--- config.mk ---
export PLATFORM = sky130hd
export DESIGN_NAME = nibble_assembler
export DESIGN_NICKNAME = d
export VERILOG_FILES = /design/src/rtl/nibble_assembler.sv
export SDC_FILE = /design/constraint.sdc
export NUM_CORES = 1
export LEC_CHECK = 0
export ABC_AREA = 1
export CORE_ASPECT_RATIO = 1.2
export CORE_MARGIN = 2
export CORE_UTILIZATION = 40
export CTS_BUF_LIST = sky130_fd_sc_hd__clkbuf_16
export DETAILED_ROUTE_END_ITERATION = 7
export HOLD_SLACK_MARGIN = 0.06
export PLACE_DENSITY = 0.69
export SYNTH_ARGS = -nofsm -noshare
export SYNTH_HDL_FRONTEND = slang
export SYNTH_SLANG_ARGS = --single-unit
--- constraint.sdc ---
create_clock -name clk -period 1.6 [get_ports clk]
set_input_delay 0.4 -clock clk [delete_from_list [all_inputs] [get_ports clk]]
set_output_delay 0.4 -clock clk [all_outputs]
set_load 0.005 [all_outputs]
--- src/rtl/nibble_assembler.sv ---
// Pairs strobed 4-bit nibbles (low first) from a 5-bit link into bytes and queues them
// in a show-ahead FIFO drained over valid/ready; flags timeouts and overflow.
module nibble_assembler #(
  parameter int DEPTH   = 8,
  parameter int AW      = 3,
  parameter int TIMEOUT = 1023,
  parameter int TW      = 10
) (
  input  logic          clk,
  input  logic          rst,
  input  logic [4:0]    link_in,
  output logic [7:0]    byte_data,
  output logic          byte_valid,
  input  logic          byte_ready,
  output logic [AW:0]   fifo_count,
  output logic          overflow,
  output logic          frame_err
);
  typedef enum logic {LO, HI} state_t;

  state_t        state;
  logic [4:0]    link_q;
  logic          link_qd;
  logic [3:0]    lo_nib;
  logic [TW-1:0] timer;
  logic [7:0]    mem [DEPTH];
  logic [AW-1:0] wr_ptr, rd_ptr;
  logic [AW:0]   count;
  logic          stb, push, pop, push_ok;

  // Falling edge of the registered strobe; a held-low strobe yields one event.
  assign stb     = link_qd & ~link_q[4];
  assign push    = (state == HI) & stb;
  assign pop     = byte_valid & byte_ready;
  // A full FIFO still takes the byte if the head leaves on the same edge.
  assign push_ok = push & ((count != (AW+1)'(DEPTH)) | pop);

  assign byte_valid = (count != '0);
  assign byte_data  = mem[rd_ptr];
  assign fifo_count = count;

  always_ff @(posedge clk) begin
    if (rst) begin
      link_q    <= 5'h1F;
      link_qd   <= 1'b1;
      state     <= LO;
      lo_nib    <= '0;
      timer     <= '0;
      frame_err <= 1'b0;
      overflow  <= 1'b0;
      wr_ptr    <= '0;
      rd_ptr    <= '0;
      count     <= '0;
    end else begin
      link_q    <= link_in;
      link_qd   <= link_q[4];
      frame_err <= 1'b0;
      case (state)
        LO: if (stb) begin
          lo_nib <= link_q[3:0];
          timer  <= '0;
          state  <= HI;
        end
        HI: if (stb) begin
          state <= LO;
        end else if (timer == TW'(TIMEOUT - 1)) begin
          frame_err <= 1'b1;
          state     <= LO;
        end else begin
          timer <= timer + TW'(1);
        end
        default: state <= LO;
      endcase
      if (push_ok) wr_ptr <= wr_ptr + AW'(1);
      if (pop)     rd_ptr <= rd_ptr + AW'(1);
      if (push & ~push_ok) overflow <= 1'b1;
      case ({push_ok, pop})
        2'b10:   count <= count + (AW+1)'(1);
        2'b01:   count <= count - (AW+1)'(1);
        default: count <= count;
      endcase
    end
  end

  always_ff @(posedge clk) begin
    if (push_ok) mem[wr_ptr] <= {link_q[3:0], lo_nib};
  end
endmodule
* Word level (Yosys, flattened, before mapping)
Memory sizes are Yosys's and may differ from the RTL's. A register that Yosys moved wholly into a read port is not among the register bits.
Index checks and enable logic that the tools add are counted.
** Cells by class
- Add/subtract/negate cells :: 5
- Multiply operators :: 0
- Divide/modulo/power cells :: 0
- Magnitude comparators :: 0
- Eq/ne operators :: 7
- Shift-type cells :: 0
- Multiplexer cells :: 14
- Bitwise gates (word level) :: 9
- Reduce and logical (&&, ||, !) cells :: 5
** Operators with widths (count)
- 10-bit two-way mux :: 3
- 10-bit case mux with 2 select lines :: 1
- 10-bit by 1-bit adder with 10-bit output, second input constant :: 1
- 10-bit equality test, second input constant :: 1
- 4-bit case mux with 2 select lines :: 1
- 3-bit by 1-bit adder with 3-bit output, second input constant :: 2
- 1-bit two-way mux :: 6
- 3-bit two-way mux :: 2
- 2-bit inequality test, second input constant :: 3
- 1-bit AND :: 5
- 4-bit by 1-bit adder with 4-bit output, second input constant :: 1
- 4-bit inequality test, second input constant :: 1
- 4-bit nonzero test :: 1
- 4-bit by 1-bit subtractor with 4-bit output, second input constant :: 1
- 1-bit NOT :: 3
- 3-bit AND reduction :: 1
- 3-bit OR reduction :: 1
- 2-bit by 1-bit equality test with 1-bit output, second input constant :: 1
- 2-bit equality test, second input constant :: 1
- 1-bit case mux with 2 select lines :: 1
- 2-bit AND reduction :: 1
- 2-bit nonzero test :: 1
- 1-bit OR :: 1
** Word-level totals
- Flip-flop bits (word level) :: 33
- Latch bits :: 0
- Memory bits (writable) :: 64
- Memory bits (read-only) :: 0
- Input bits :: 8
- Output and inout port bits :: 15
- Word-level logic and storage cells :: 51
- Memories :: 1
** Memories
- mem :: words 8, width 8, rd ports 1, clocked after memory_dff 1, wr ports 1, RTL line 26 : logic [7:0] mem [DEPTH];

* Longest topological paths before layout
Gate-level depths: netlist (run 1).
- Word-level depth :: 6
- Depth in mapped cells :: 14
- Mapped depth without buffers :: 14

* Worst setup path after synthesis (run 1)
Ideal clock, no wire load.
- Path kind :: flip-flop to flip-flop
- Start point :: register state
- End point :: memory mem[4][0], enable pin
- Library setup time :: 0.370 ns
- Arrival :: 1.220 ns
- Required time :: 1.230 ns
- Path slack :: 0.010 ns
- Stages on the path, launching flop included :: 7
- Buffers on the path :: 0
- Clock period less this slack :: 1.590 ns
- Path through :: dfxtp_1 inv_1 nor2_1 nand2_1 inv_2 nand2_1 nor2_1
** On the way
- Longest elaborated chain between the ends :: 4
** RTL lines
- from (decl) :: RTL line 21 : state_t state;
- from (signal assigned) :: RTL line 46 : state <= LO;
- from (signal assigned) :: RTL line 62 : state <= HI;
- from (signal assigned) :: RTL line 65 : state <= LO;
- 1-bit AND :: RTL line 33 : assign push = (state == HI) & stb;
- 1-bit AND :: RTL line 36 : assign push_ok = push & ((count != (AW+1)'(DEPTH)) | pop);
- 1-bit two-way mux :: RTL line 86 : if (push_ok) mem[wr_ptr] <= {link_q[3:0], lo_nib};
- 1-bit two-way mux (not written as such) :: RTL line 86
- to (decl) :: RTL line 26
Every way passes these cells.

==> out/summary.txt, run 1 <==
final slew viol count: 0
Worst Max-Slew Pin Slew: 479 ps
nets: 479
Worst EP arrival: 1590 ps
Pleak: 2.11 nW
GPL Wtd Cong: 0.797
top cells by area, synth: edfxtp_1, dfxtp_1, nand2_1
fmax: 504 MHz
Synth warnings: 0
flop2flop setup slack: -10 ps
vias per inst: 4.98
clk sinks: 100
DR vias: 2978
Reg clk slew, reported paths: 70 ps
Synth Register Bits: 100
Yosys cell types: 32
Synth top area share: 0.458
CTS tree: yes
Layout Skew: 6.65 ps
most frequent cells in the layout: nand2_1, edfxtp_1, nor2_1
crit-path max FO: 8
post-placement cell count: 571
layout cells sized above 1: 0.316
Die Y-Extent: 116 um
most common cell after layout, fill and taps aside: nand2_1
total power: 7.88 mW
register area: 2650 um2
io pins: 23
Peak VDD IR: 0.00106 V
cell count after synthesis: 400
final critical-path share of the clock period: 1.24
normalized max-slew margin: 0.680
Syn Area/Cell: 10.5 um2
RSZ-0062 raised after global routing: yes
Cell Rows: 41
Fin. Hold Viols: 0
Pre-Repair DR Iteration Count: 4
drt wl/cell: 14.8 um
Post-Place Cell Area: 4840 um2
Post-DRT Antenna Nets: 0
Crit. End Element: output pin
hold_buf cts: 0
largest net degree at the start of global routing: 26
WL final: 8870 um
min Tclk post-route: 1990 ps
number of port buffers: 22
total of max-cap violations: 0
# diodes: 0
Fin Setup TNS: -2950 ps
failing checks: setup timing
multi-input logic area: 1560 um2
clk root buf: clkbuf_16
Die X: 97.5 um
non-filler cells in the finished layout: 598
Clock Latency Late Sink: 340 ps
Post-DP HPWL: 5720 um
Max Root-Sink Buffers: 2
DRC: 0
status: finished, violations left
final setup vio count: 9
final worst slack: -386 ps
Synth area leader: edfxtp_1
Req. time, crit path: 1200 ps
CTS Buf Count: 9
starting density of the core: 0.405
Hold Path Class: flop to flop
final core utilization: 0.530
initial DRC count: 184
Area growth, synth to finish: 30.8%
Syn Nets: 415
vias in the first global route: 2979
Seq/Total Area, Yosys: 0.629
core area: 10400 um2
Power Density: 1430 nW/um2
first-pass GRT wire length: 14300 um
Synth Cell Area: 4200 um2
# fillers: 893
total grt overflow: 0
WS Path Type: flop to output pin
all-layer global routing usage: 0.160
Final Cell Area: 5490 um2
initial antenna violation count: 0
CP startpoint kind: flop
die area: 11300 um2
CTS H-tree lvls: 3
[critical path, stage by stage, from the launching register on]
cell	delay (ps)
dfxtp_4	370
buf_12	140
buf_16	140
inv_12	70
nor2_1	50
o22ai_2	200
nand2_1	80
nand2_1	70
buf_2	110
[timing repair]
item                                    4_1_cts  5_1_grt
hold endpoints to repair                      0        0
endpoints found under the setup margin       78       78
buffers inserted                              6        1
resized for setup                            77       42
pin swaps                                    36       23
gates cloned                                  4        0
[synth_stat cells]
library cell,instances
a21o_1,1
a21oi_1,15
buf_1,1
buf_2,4
buf_4,3
clkbuf_1,4
clkinv_1,1
clkinv_2,2
dfxtp_1,36
edfxtp_1,64
fa_1,1
ha_1,6
inv_1,30
inv_2,5
mux2i_1,16
nand2_1,76
nand2_2,8
nand2_4,1
nand3_1,14
nand3_2,2
nand3_4,1
nand4_1,1
nor2_1,48
nor2_2,2
nor2_4,2
nor4_1,1
o21ai_0,20
o21ai_1,6
o21ai_2,4
o22ai_1,16
or2_2,5
xor2_1,4
[final timing paths]
path,endpoint,startpoint,cells past startpoint
setup reg to reg,fifo_count[3],fifo_count[0],12
hold / removal,link_qd,link_q[4],2
setup / recovery,byte_data[4],flop,8
hold reg to reg,link_qd,link_q[4],2
[power breakdown]
group / internal (mW) / leakage (nW) / total (mW) / switching [mW]
registers: 2.87 / 0.874 / 3.00 / 0.126
logic: 1.46 / 1.09 / 2.82 / 1.36
clock network: 1.09 / 0.146 / 2.06 / 0.971
total: 5.42 / 2.11 / 7.88 / 2.46
[final cells by class]
type                    count  share of cell area
flip-flops and latches    100               0.483
multi-input cells         250               0.284
repair buffers             64               0.121
clock buffers               9              0.0410
well taps                 129              0.0294
inverters                  38              0.0287
clock inverters             7              0.0112
repair inverters            1             0.00205
[metrics by stage]
step	hold slack, ps	setup WS (ps)
after floorplan	392	9.96
after global placement	405	-446
after detailed placement	408	-497
after CTS	424	-383
after global routing	466	-460
final	428	-386
[state kept, by name, indices dropped and copies added, names as in the netlist, named ones only]
signal and cells:
frame_err 1, wr_ptr 3, lo_nib 4, rd_ptr 3
link_qd 1, fifo_count 4, link_q 5, mem 64
timer 10, overflow 1, state 1
[cell families (layout without fill, tap and decap cells)]
logic type	count (synthesis)	after routing	share of synthesized area
and+or+nand+nor	161	161	0.170
DFF	100	100	0.629
AOI/OAI and AO/OA	62	62	0.0828
buffers and inverters	50	119	0.0491
muxes	16	16	0.0381
adders and majority gates	7	7	0.0226
xor gates and xnor gates	4	4	0.00834
[metal layers]
layer	up-vias	GRT usage	share of wire
li1	1489	-	-
met1	1403	0.182	0.42
met2	63	0.294	0.52
met3	23	0.0377	0.033
met4	0	0.0593	0.029
met5	-	0	0
Power figures use the tool's default switching activity.
==> inputs of run 2 (changes only) <==
--- a/config.mk
+++ b/config.mk
@@ -5,7 +5,6 @@
 export SDC_FILE = /design/constraint.sdc
 export NUM_CORES = 1
 export LEC_CHECK = 0
-export ABC_AREA = 1
 export CORE_ASPECT_RATIO = 1.2
 export CORE_MARGIN = 2
 export CORE_UTILIZATION = 40
==> constraint.sdc (replaced) <==
create_clock -name clk -period 1.8 [get_ports clk]
set_input_delay 0.45 -clock clk [delete_from_list [all_inputs] [get_ports clk]]
set_output_delay 0.45 -clock clk [all_outputs]
set_load 0.005 [all_outputs]
==> out/summary.txt, run 2 <==
status: finished, violations left
failing checks: setup timing
core area: 10400 um2 (unchanged)
total of max-cap violations: 0 (unchanged)
Final Cell Area: 5650 um2 (+2.8%)
nets: 396 (-17%)
Yosys cell types: 55 (+72%)
Worst EP arrival: 1880 ps (+290 ps)
Syn Area/Cell: 13.9 um2 (+33%)
register area: 2660 um2 (+0.38%)
starting density of the core: 0.406 (+0.000725)
vias per inst: 5.21 (+4.5%)
first-pass GRT wire length: 13500 um (-5.7%)
DP Worst Slack: -722 ps (-225 ps)
Power Density: 1090 nW/um2 (-24%)
final core utilization: 0.545 (+0.0146)
io pins: 23 (unchanged)
WL final: 8130 um (-8.3%)
Worst R2R Start: fifo_count[0]
initial antenna violation count: 0 (unchanged)
initial DRC count: 113 (-39%)
top-count cell post-synth: edfxtp_1
CP max stage cell: mux4_2
Syn Nets: 317 (-24%)
HP Start: timer[7]
crit-path max FO: 6 (-2)
Post-Place Cell Area: 4930 um2 (+1.9%)
Synth Register Bits: 100 (unchanged)
most frequent cells in the layout: edfxtp_1, buf_4, dfxtp_1
Most flops, register: mem
Worst Max-Slew Pin Slew: 443 ps (-35.9 ps)
CP max stage delay: 500 ps (+130 ps)
biggest regs: mem (64), timer (10), link_q (5)
min Tclk post-route: 2330 ps
GPL Wtd Cong: 0.834 (+4.7%)
Critical Path End: byte_data[3]
clk root buf: clkbuf_16
hold_buf cts: 0 (unchanged)
final worst slack: -532 ps (-146 ps)
Post-DP HPWL: 5460 um (-4.5%)
final critical-path share of the clock period: 1.30
Req. time, crit path: 1350 ps (+150 ps)
R2R depth: 7 (-5)
flop2flop setup slack: -210 ps (-200 ps)
Seq/Total Area, Yosys: 0.628 (-0.00112)
Synth warnings: 0 (unchanged)
Layout Skew: 10.4 ps (+3.71 ps)
most frequent cells after synthesis: edfxtp_1, dfxtp_1, nand2_1, nor2_1, a21oi_1
Die X: 97.6 um (about the same)
largest net degree at the start of global routing: 26 (unchanged)
most common cell after layout, fill and taps aside: edfxtp_1
all-layer global routing usage: 0.154 (-0.00562)
total power: 6.14 mW (-22%)
die area: 11400 um2 (+0.17%)
DR vias: 2681 (-10%)
Primary FF master, synth: edfxtp_1
Pleak: 1.99 nW (-5.5%)
fmax: 429 MHz
layout cells sized above 1: 0.399 (+0.0834)
Post-synth EDFFs: 64 (unchanged)
Pre-Repair DR Iteration Count: 4 (unchanged)
Fin. Hold Viols: 0 (unchanged)
clk sinks: 100 (unchanged)
Clock Latency Late Sink: 350 ps (about the same)
CP Cell Sequence: buf_12 -> buf_8 -> mux4_2 -> mux2_4 -> buf_6
total grt overflow: 0 (unchanged)
CP startpoint kind: flop
Largest register FFs: 64 (unchanged)
CTS tree: yes
Hold Path Class: flop to flop
Cell Rows: 41 (unchanged)
normalized max-slew margin: 0.704 (+0.0238)
# fillers: 841 (-5.8%)
top cells by area, synth: edfxtp_1, dfxtp_1, mux4_2
multi-input logic area: 1600 um2 (+2.4%)
Synth top area share: 0.457 (-0.000816)
FFs w/ async S/R, synth: 0 (unchanged)
final slew viol count: 0 (unchanged)
vias in the first global route: 2744 (-7.9%)
FF-to-FF End: fifo_count[3]
Peak VDD IR: 0.000494 V (-53%)
Worst path depth: 5 (-3)
# diodes: 0 (unchanged)
DRC: 0 (unchanged)
Post-DRT Antenna Nets: 0 (unchanged)
Die Y-Extent: 116 um (about the same)
Synth Cell Area: 4210 um2 (+0.18%)
Area growth, synth to finish: 34.2%
WS Path Type: flop to output pin
CTS Buf Count: 9 (unchanged)
Max Root-Sink Buffers: 2 (unchanged)
RSZ-0062 raised after global routing: yes
Crit. End Element: output pin
crit path buf inv count: 3 (-1)
CTS H-tree lvls: 3 (unchanged)
Reg clk slew, reported paths: 70 ps (about the same)
delay-heaviest family, CP: multiplexers
final setup vio count: 12 (+3)
number of port buffers: 22 (unchanged)
Synth area leader: edfxtp_1
drt wl/cell: 15.8 um (+6.5%)
cell count after synthesis: 302 (-25%)
[run 2: kinds of logic after synthesis]
kind of cell,count (synthesis),synth area share
AO/OA/AOI/OAI,43,0.0732
XOR/XNOR,5,0.0104
adder cells (fa/ha/maj),7,0.0226
buffers and inverters,27,0.0288
flip-flops,100,0.628
multiplexers,28,0.120
AND/OR/NAND/NOR,92,0.117
[run 2: cell type report]
class,instances,share of cell area
clock buffer,9,0.0399
multi-input combinational,175,0.283
clock inverter,7,0.0133
timing repair buffer,85,0.157
tap,129,0.0286
sequential,100,0.471
inverter,10,0.00665
[run 2: report_power, final]
part | switching, mW | internal, mW | total (mW)
Sequential | 0.0937 | 2.52 | 2.61
Clock | 0.891 | 0.985 | 1.88
Combinational | 0.598 | 1.05 | 1.65
[run 2: per-stage QoR]
stage               hold WS (ps)  cells  TNS [ps]
finish                       485    515     -4390
global route                 505    515     -7030
CTS                          481    505     -4570
detailed placement           469    476    -32060
global placement             463    476    -28770
floorplan                    440    302      -363
[run 2: layer usage]
layer / part of all wire / global-route usage / up-vias
met1: 0.42 / 0.178 / 1309
li1: - / - / 1317
met4: 0.019 / 0.0759 / 0
met2: 0.53 / 0.274 / 44
met5: 0 / 0 / -
met3: 0.030 / 0.0347 / 11
[run 2: how the worst min path moves through the flow]
stage	to	slack, ps	cells past startpoint
floorplan	timer[7]	440	1
global placement	timer[7]	460	1
detailed placement	timer[7]	470	1
CTS	timer[7]	480	1
global route	timer[7]	510	1
finish	timer[7]	490	1
[run 2: repair_timing]
item | 4_1_cts | 5_1_grt
buffers inserted | 12 | 13
gates cloned | 1 | 0
endpoints found under the setup margin | 48 | 54
gates resized for setup | 70 | 28
pin swaps | 11 | 13
[run 2: worst reg2reg max path: cells and delay by family (launching register included)]
kind,cells,cell delay [ps]
adders and majority gates,1,230
DFF,1,360
AOI/OAI and AO/OA,3,700
and+or+nand+nor,3,640
==> inputs of run 3 (changes only) <==
--- a/config.mk
+++ b/config.mk
@@ -6,7 +6,7 @@
 export NUM_CORES = 1
 export LEC_CHECK = 0
 export CORE_ASPECT_RATIO = 1.2
-export CORE_MARGIN = 2
+export CORE_MARGIN = 4
 export CORE_UTILIZATION = 40
 export CTS_BUF_LIST = sky130_fd_sc_hd__clkbuf_16
 export DETAILED_ROUTE_END_ITERATION = 7
==> out/summary.txt, run 3 (synthesis results as in run 2) <==
post-placement cell count: 469 (-1.5%)
CP max stage cell: mux4_2
initial antenna violation count: 0 (unchanged)
CP startpoint kind: flop
crit-path max FO: 8 (+2)
Peak VDD IR: 0.000667 V (+35%)
final slew viol count: 0 (unchanged)
Worst R2R Start: fifo_count[0]
Post-Place Cell Area: 4950 um2 (+0.33%)
nets: 388 (-2.0%)
Pleak: 2.01 nW (+0.78%)
Int Pwr: 4.56 mW (about the same)
clk sinks: 100 (unchanged)
GPL Wtd Cong: 0.774 (-7.2%)
Most flops, register: mem
Switch Pwr: 1.59 mW (+0.62%)
Final Cell Area: 5650 um2 (+0.13%)
DR vias: 2720 (+1.5%)
layout cells sized above 1: 0.389 (-0.0101)
Worst path depth: 5 (unchanged)
Cell Rows: 40 (-2.4%)
Pre-Repair DR Iteration Count: 4 (unchanged)
vias per inst: 5.40 (+3.7%)
vias in the first global route: 2729 (-0.55%)
min Tclk post-route: 2320 ps (-16.8 ps)
final worst slack: -515 ps (+16.8 ps)
starting density of the core: 0.414 (+0.00810)
Clock Latency Late Sink: 340 ps (about the same)
CP max stage delay: 480 ps (-20 ps)
Crit. End Element: output pin
FF-to-FF End: fifo_count[3]
R2R depth: 7 (unchanged)
WS Path Type: flop to output pin
die area: 12200 um2 (+7.7%)
first-pass GRT wire length: 13900 um (+2.8%)
Worst Max-Slew Pin Slew: 503 ps (+60.3 ps)
drt wl/cell: 16.9 um (+7.3%)
Worst EP arrival: 1870 ps (about the same)
worst hold slack: 499 ps (+14.3 ps)
Post-DP HPWL: 5180 um (-5.1%)
CTS Buf Count: 9 (unchanged)
combinational power share: 0.271 (+0.002)
Reg power frac: 0.425 (about the same)
RSZ-0062 raised after global routing: yes
CTS tree: yes
hold_buf cts: 0 (unchanged)
flop2flop setup slack: -310 ps (-100 ps)
final critical-path share of the clock period: 1.29 (-0.00935)
total grt overflow: 0 (unchanged)
total power: 6.15 mW (+0.18%)
Die Y-Extent: 120 um (+3.4%)
delay-heaviest family, CP: multiplexers
Req. time, crit path: 1350 ps (about the same)
status: finished, violations left
WHS Endpoint: timer[7]
number of port buffers: 22 (unchanged)
clk root buf: clkbuf_16
CTS H-tree lvls: 3 (unchanged)
initial DRC count: 92 (-19%)
HP Start: timer[7]
sw frac: 0.259 (+0.00111)
Post-DRT Antenna Nets: 0 (unchanged)
Hold Path Class: flop to flop
fmax: 432 MHz (+0.73%)
most frequent CP cell: buf_6
Reg clk slew, reported paths: 70 ps (about the same)
Fin Setup TNS: -4750 ps (-358 ps)
io pins: 23 (unchanged)
most common cell after layout, fill and taps aside: edfxtp_1
failing checks: setup timing
WL final: 8540 um (+5.0%)
crit path buf inv count: 3 (unchanged)
Die X: 102 um (+4.1%)
core area: 10200 um2 (-2.0%)
non-filler cells in the finished layout: 504 (-2.1%)
total of max-cap violations: 0 (unchanged)
final core utilization: 0.556 (+0.0116)
most frequent cells in the layout: edfxtp_1, dfxtp_1, buf_4
all-layer global routing usage: 0.147 (-0.00678)
final setup vio count: 33 (+21)
largest net degree at the start of global routing: 26 (unchanged)
Area growth, synth to finish: 34.3%
normalized max-slew margin: 0.664 (-0.0401)
biggest regs: mem (64), timer (10), link_q (5)
WHS Path Cells: 1 (unchanged)
# diodes: 0 (unchanged)
Largest register FFs: 64 (unchanged)
Layout Skew: 13.5 ps (+3.18 ps)
Fin. Hold Viols: 0 (unchanged)
CP Cell Sequence: buf_12 -> buf_6 -> mux4_2 -> mux2_4 -> buf_6
DP Worst Slack: -676 ps (+45.9 ps)
DRC: 0 (unchanged)
Power Density: 1090 nW/um2 (about the same)
Clk pwr share: 0.304 (-0.002)
Max Root-Sink Buffers: 2 (unchanged)
## run 3: cell types whose count changed in the layout (fill, tap and decap cells not counted), sizes merged
cell	delta
clkinvlp	+1
dlymetal6s2s	+3
dlygate4sd2	-3
clkbuf	-1
clkinv	-1
buf	-7
## run 3: metal layers
layer | GRT usage | share of wire
met5 | 0 | 0
met4 | 0.0399 | 0.016
met3 | 0.0392 | 0.037
met2 | 0.249 | 0.53
met1 | 0.185 | 0.42
## run 3: worst max-delay path by stage
stage / startpoint / to / slack, ps
after floorplan: fifo_count[3] / fifo_count[3] / -280
after global placement: byte_ready / fifo_count[3] / -630
after detailed placement: byte_ready / fifo_count[3] / -680
after CTS: flop / byte_data[1] / -540
after global routing: flop / byte_data[1] / -580
final: flop / byte_data[3] / -520
## run 3: layout make-up
cell class | count | area [um2]
well taps | 126 | 158
clock buffers | 9 | 225
flip-flops and latches | 100 | 2660
repair buffers | 77 | 883
clock inverters | 7 | 73.8
fillers | 806 | 4510
multi-input cells | 175 | 1620
inverters | 10 | 37.5
## run 3: power by group through the flow
stage | clock network, mW | logic [mW] | registers (mW)
floorplan | 0 | 0.771 | 2.63
global placement | 0 | 1.22 | 2.63
detailed placement | 0 | 1.25 | 2.63
CTS | 1.91 | 1.58 | 2.61
global route | 2.03 | 1.80 | 2.62
finish | 1.87 | 1.67 | 2.61
## run 3: repair_timing
action,CTS,global route
pin swaps,18,14
endpoints found under the setup margin,77,51
gates resized for setup,80,20
cloned,1,0
endpoints found under the hold margin,0,0
buffers inserted,15,12
## run 3: worst reg2reg max path, stage by stage (launching register included)
cell	delay, ps
dfxtp_4	370
o41ai_4	430
nor2_4	120
ha_4	260
a21oi_4	160
nand2_2	90
or4_1	420
a31oi_1	190
